`src/rtl/vscale_src_b_merge_ctrl.sv`:
```
// Sequencer that produces the unmasked ALU operand B from rs2 shares, the immediate or the constant 4.
// Shares are XOR-folded one per cycle through a register. Optional macro: VSCALE_SRC_B_MERGE_CLEAR_EN.

`ifndef SRC_B_SEL_WIDTH
`define SRC_B_SEL_WIDTH 2
`endif
`ifndef SRC_B_RS2
`define SRC_B_RS2 2'd0
`endif
`ifndef SRC_B_IMM
`define SRC_B_IMM 2'd1
`endif
`ifndef SRC_B_FOUR
`define SRC_B_FOUR 2'd2
`endif

module vscale_src_b_merge_ctrl #(
    parameter int DWIDTH = 32,
    parameter int SHARES = 2
) (
    input  logic                         clk,
    input  logic                         reset_n,
    input  logic                         req_valid,
    output logic                         req_ready,
    input  logic [`SRC_B_SEL_WIDTH-1:0]  src_b_sel,
    input  logic [DWIDTH-1:0]            imm,
    input  logic [SHARES*DWIDTH-1:0]     rs2_data_shares,
    input  logic                         flush,
    output logic                         out_valid,
    input  logic                         out_ready,
    output logic [DWIDTH-1:0]            alu_src_b_merged,
    output logic                         busy
);

    localparam int IDX_W = (SHARES > 1) ? $clog2(SHARES) : 1;
    localparam logic [IDX_W-1:0] LAST_IDX = IDX_W'(SHARES - 1);

    typedef enum logic [1:0] {
        IDLE,
        ACCUM,
        DONE
    } state_t;

    state_t                state_q, state_d;
    logic [IDX_W-1:0]      idx_q, idx_d;
    logic [DWIDTH-1:0]     acc_q, acc_d;
    logic [DWIDTH-1:0]     merged_q, merged_d;
    logic [DWIDTH-1:0]     shares_q [SHARES];
    logic [DWIDTH-1:0]     shares_d [SHARES];

    always_comb begin
        state_d  = state_q;
        idx_d    = idx_q;
        acc_d    = acc_q;
        merged_d = merged_q;
        shares_d = shares_q;

        if (flush) begin
            // Flush wins over everything, including a same-cycle request or handshake.
            state_d = IDLE;
            idx_d   = '0;
            acc_d   = '0;
`ifdef VSCALE_SRC_B_MERGE_CLEAR_EN
            merged_d = '0;
            for (int i = 0; i < SHARES; i++) shares_d[i] = '0;
`endif
        end else begin
            case (state_q)
                IDLE: begin
                    if (req_valid) begin
                        for (int i = 0; i < SHARES; i++) begin
                            shares_d[i] = rs2_data_shares[i*DWIDTH +: DWIDTH];
                        end
                        state_d = DONE;
                        case (src_b_sel)
                            `SRC_B_RS2: begin
                                if (SHARES == 1) begin
                                    merged_d = rs2_data_shares[DWIDTH-1:0];
                                end else begin
                                    acc_d   = rs2_data_shares[DWIDTH-1:0];
                                    idx_d   = IDX_W'(1);
                                    state_d = ACCUM;
                                end
                            end
                            `SRC_B_IMM:  merged_d = imm;
                            `SRC_B_FOUR: merged_d = DWIDTH'(4);
                            default:     merged_d = '0;
                        endcase
                    end
                end
                ACCUM: begin
                    // The last share goes straight into the output register, never back into acc.
                    if (idx_q == LAST_IDX) begin
                        merged_d = acc_q ^ shares_q[idx_q];
                        acc_d    = '0;
                        idx_d    = '0;
                        state_d  = DONE;
                    end else begin
                        acc_d = acc_q ^ shares_q[idx_q];
                        idx_d = idx_q + IDX_W'(1);
                    end
                end
                DONE: begin
                    if (out_ready) begin
                        state_d = IDLE;
`ifdef VSCALE_SRC_B_MERGE_CLEAR_EN
                        merged_d = '0;
                        for (int i = 0; i < SHARES; i++) shares_d[i] = '0;
`endif
                    end
                end
                default: state_d = IDLE;
            endcase
        end
    end

    always_ff @(posedge clk or negedge reset_n) begin
        if (!reset_n) begin
            state_q  <= IDLE;
            idx_q    <= '0;
            acc_q    <= '0;
            merged_q <= '0;
            for (int i = 0; i < SHARES; i++) shares_q[i] <= '0;
        end else begin
            state_q  <= state_d;
            idx_q    <= idx_d;
            acc_q    <= acc_d;
            merged_q <= merged_d;
            for (int i = 0; i < SHARES; i++) shares_q[i] <= shares_d[i];
        end
    end

    assign req_ready        = (state_q == IDLE);
    assign busy             = (state_q != IDLE);
    assign out_valid        = (state_q == DONE);
    assign alu_src_b_merged = merged_q;

endmodule
```
`config.mk`:
```
export PLATFORM = sky130hd
export DESIGN_NAME = vscale_src_b_merge_ctrl
export DESIGN_NICKNAME = d
export VERILOG_FILES = /design/src/rtl/vscale_src_b_merge_ctrl.sv
export SDC_FILE = /design/constraint.sdc
export NUM_CORES = 1
export LEC_CHECK = 0
export ABC_AREA = 1
export CORE_ASPECT_RATIO = 0.5
export CORE_UTILIZATION = 44
export DETAILED_ROUTE_END_ITERATION = 10
export PLACE_DENSITY_LB_ADDON = 0.2
export SLEW_MARGIN = 20
export SYNTH_ARGS = -nofsm -noshare
export SYNTH_HDL_FRONTEND = slang
export SYNTH_SLANG_ARGS = --single-unit
```
`constraint.sdc`:
```
create_clock -name clk -period 1.7 [get_ports clk]
set_clock_uncertainty 0.2 [all_clocks]
set_input_delay 0.34 -clock clk [delete_from_list [all_inputs] [get_ports clk]]
set_output_delay 0.34 -clock clk [all_outputs]
set_load 0.01 [all_outputs]
```
==> impl_metrics.py <==
metrics = {
    "setup_path": {
        "crit_fanout": 5,
        "cpPeakStageDelay_ps": 390,
        "crit_path_start_kind": "register",
        "setup.worst_path.class": "reg -> reg",
        "crit_path_cell_trace": "buf_6, nor2_4, buf_6, nand2_4, buf_6, a21oi_4, buf_12, buf_12, buf_8, nand2_1, nand2_1",
        "critPathArrivalTime_ps": 2020,
        "worst_ep_required_time_ps": 1860,
        "critical_path.most_common_cell": "buf_6",
        "critical_path.slowest_cell": "dfrtp_1",
        "timing.critical_path.to_type": "register",
    },
    "place": {
        "routabilityCongestion": 0.824,
        "placed_area_um2": 9010,
        "dp_hpwl_um": 13600,
        "portBuffers": 137,
        "place_ws_ps": -427,
    },
    "yosys": {
        "post_synthesis_cell_type_with_the_largest_combined_area": "dfrtp_1",
        "synth.yosys.warnings": 0,
        "seq_area_frac_synth_pct": 46.2,
        "syn_area_um2": 7100,
        "synth_top_cell_area_share_pct": 46.2,
        "synthDistinctLibCells": 15,
        "yosys_register_bits": 131,
        "synthesis.instances": 1056,
        "synth_fp_nets": 1163,
        "post_synth.cell_area_avg_um2": 6.72,
        "synth_area_leaders": "dfrtp_1 46%, nand2_1 22%, nand3_1 9.4%",
    },
    "clock_network": {
        "cts-root-buf": "clkbuf_16",
        "htree_levels": 4,
        "tritoncts_num_sinks": 131,
        "cts-root-to-sink-buffers": 2,
        "worst_skew_pair.late_latency_ps": 420,
        "clk_pin_slew_worst_paths_ps": 70,
        "tritoncts": "done",
        "cts_made_buffers": 17,
    },
    "sta": {
        "final_min_period_ps": 1860,
        "worst_slew_margin_rel_pct": 78.9,
        "setup_repair_after_global_routing_missed_its_margin": "yes",
        "final-setup-viol-count": 114,
        "hold_violations": 0,
        "timing.final.max_slew_violations": 0,
        "achievable-frequency_mhz": 537,
        "timing.final.crit_share_pct": 109,
        "final_critical_path_setup_slack_ps": -161,
        "worst-slew-pin-transition_ps": 313,
    },
    "run_status": {
        "status": "finished with violations",
        "violations": "design-rule violations, negative setup slack",
    },
    "grt": {
        "grt_use_total_pct": 26.7,
        "antenna_found_initial": 0,
        "grt_first_pass_wirelength_um": 34400,
        "maximum_number_of_pins_on_one_net_before_global_route_repair": 51,
        "first_global_vias": 7103,
        "grt_overflow": 0,
    },
    "cells_and_area": {
        "layout_commonest_cell": "nand2_1",
        "mostFrequentLayoutCells": "393 x nand2_1, 135 x inv_1, 129 x dfrtp_1, 127 x nand3_1, 100 x clkdlybuf4s50_1",
        "insertedDiodeCount": 0,
        "layout.nets": 1338,
        "finish.instance_area_um2": 10500,
        "syn_to_final_growth_pct": 48.7,
        "drive_gt1_share_pct": 18.0,
        "nFillCells": 1263,
    },
    "route": {
        "drtIter0Drc": 707,
        "wl_um": 24100,
        "routed_length_per_placed_instance_um": 16.7,
        "routed-via-count": 7580,
        "detail_route.vias_per_cell": 5.24,
        "first_pass_iters": 9,
        "drc": 1,
        "drtAntennaViolNets": 0,
    },
    "floorplanning": {
        "die_h_um": 91.8,
        "start_util_pct": 45.6,
        "total_core_area_um2": 15600,
        "core.rowCount": 32,
        "floorplan.io_pins": 138,
        "die-width_um": 182,
        "design.die.area_um2": 16700,
    },
    "power": {
        "total_leakage_power_uw": 0.00572,
        "power.ir.vdd_worst_mv": 0.827,
        "power.density_nw_per_um2": 1020,
    },
    "min_path": {
        "timing.hold.worst.class": "in -> async",
    },
    "flow_run": {
        "timing.max_cap.violations": 0,
    },
}
==> area by class of cell <==
cell class | instances | area [um2] | share of cell area [%]
multi-input cells | 730 | 3450 | 32.7
flip-flops and latches | 131 | 3280 | 31.1
repair buffers | 211 | 2450 | 23.2
inverters | 140 | 536 | 5.08
clock buffers | 18 | 439 | 4.16
well taps | 204 | 255 | 2.42
clock inverters | 13 | 136 | 1.29
==> Yosys cell counts <==
library cell	number
nand2_1	424
inv_1	139
nand3_1	133
dfrtp_1	131
nor2_1	96
a21oi_1	64
buf_2	32
clkbuf_1	17
buf_1	5
o21ai_0	5
ha_1	4
buf_4	2
nor2_2	2
a21oi_2	1
inv_2	1
==> per-stage QoR <==
stage               TNS (ps)  hold slack (ps)  cells  total power (uW)  util [%]
floorplan                  0             -156   1056              5400         -
global placement      -32890             29.4   1383              6560      57.8
detailed placement    -37590             32.2   1383              6650      57.8
CTS                    -3820              166   1427             10400      63.4
global route          -17960              178   1447             11200      67.7
finish                 -9520              163   1447             10700      67.7
==> final timing paths <==
check,cells after the start,slack (ps),to,start
setup / recovery,11,-160,acc_q[3],state_q[1]
hold / removal,2,160,shares_q[28],reset_n
setup reg to reg,11,-160,acc_q[3],state_q[1]
hold reg to reg,2,280,alu_src_b_merged[9],alu_src_b_merged[9]
max in group asynchronous,3,570,alu_src_b_merged[28],reset_n
min in group clk,2,280,alu_src_b_merged[9],alu_src_b_merged[9]
==> power breakdown <==
| group | leakage, uW | internal [uW] | switching [uW] |
|---|---|---|---|
| sequential | 0.00160 | 3690 | 367 |
| clock | 0.000274 | 2180 | 1480 |
| combinational | 0.00384 | 1350 | 1650 |
==> state kept, by name, indices dropped and copies added (netlist names) <==
| signal | cells |
|---|---|
| shares_q | 64 |
| acc_q | 32 |
| alu_src_b_merged | 32 |
| state_q | 2 |
| idx_q | 1 |
==> metal layers <==
metal | part of all wire [%] | wire length, um | GRT usage, % | vias up
met2 | 46 | 11200 | 45.2 | 367
met5 | 0 | 0 | 0 | -
met1 | 43 | 10300 | 34.7 | 3575
met4 | 2.3 | 553 | 7.98 | 0
li1 | - | - | - | 3577
met3 | 8.5 | 2040 | 5.28 | 61
==> worst max-delay path: cells and delay by family (launching register included) <==
family                 cells  cell delay (ps)
AOI/OAI and AO/OA          1              190
buffers and inverters      6              740
DFF                        1              390
and+or+nand+nor            4              260
==> cells by family (layout without fill, tap and decap cells) <==
| family | after synthesis | after routing | share of synthesized area, % |
|---|---|---|---|
| AOI/OAI and AO/OA | 70 | 70 | 4.99 |
| adders and majority gates | 4 | 4 | 0.705 |
| buffers and inverters | 196 | 382 | 11.0 |
| DFF | 131 | 131 | 46.2 |
| and+or+nand+nor | 655 | 656 | 37.1 |
==> what timing repair did <==
action	in CTS	in global routing
endpoints found under the setup margin	96	134
buffers inserted	8	5
resized for setup	90	107
pin swaps	11	16
cloned	4	17
hold endpoints to repair	131	0
hold buffers	1	0
(Power assumes the default switching activity.)
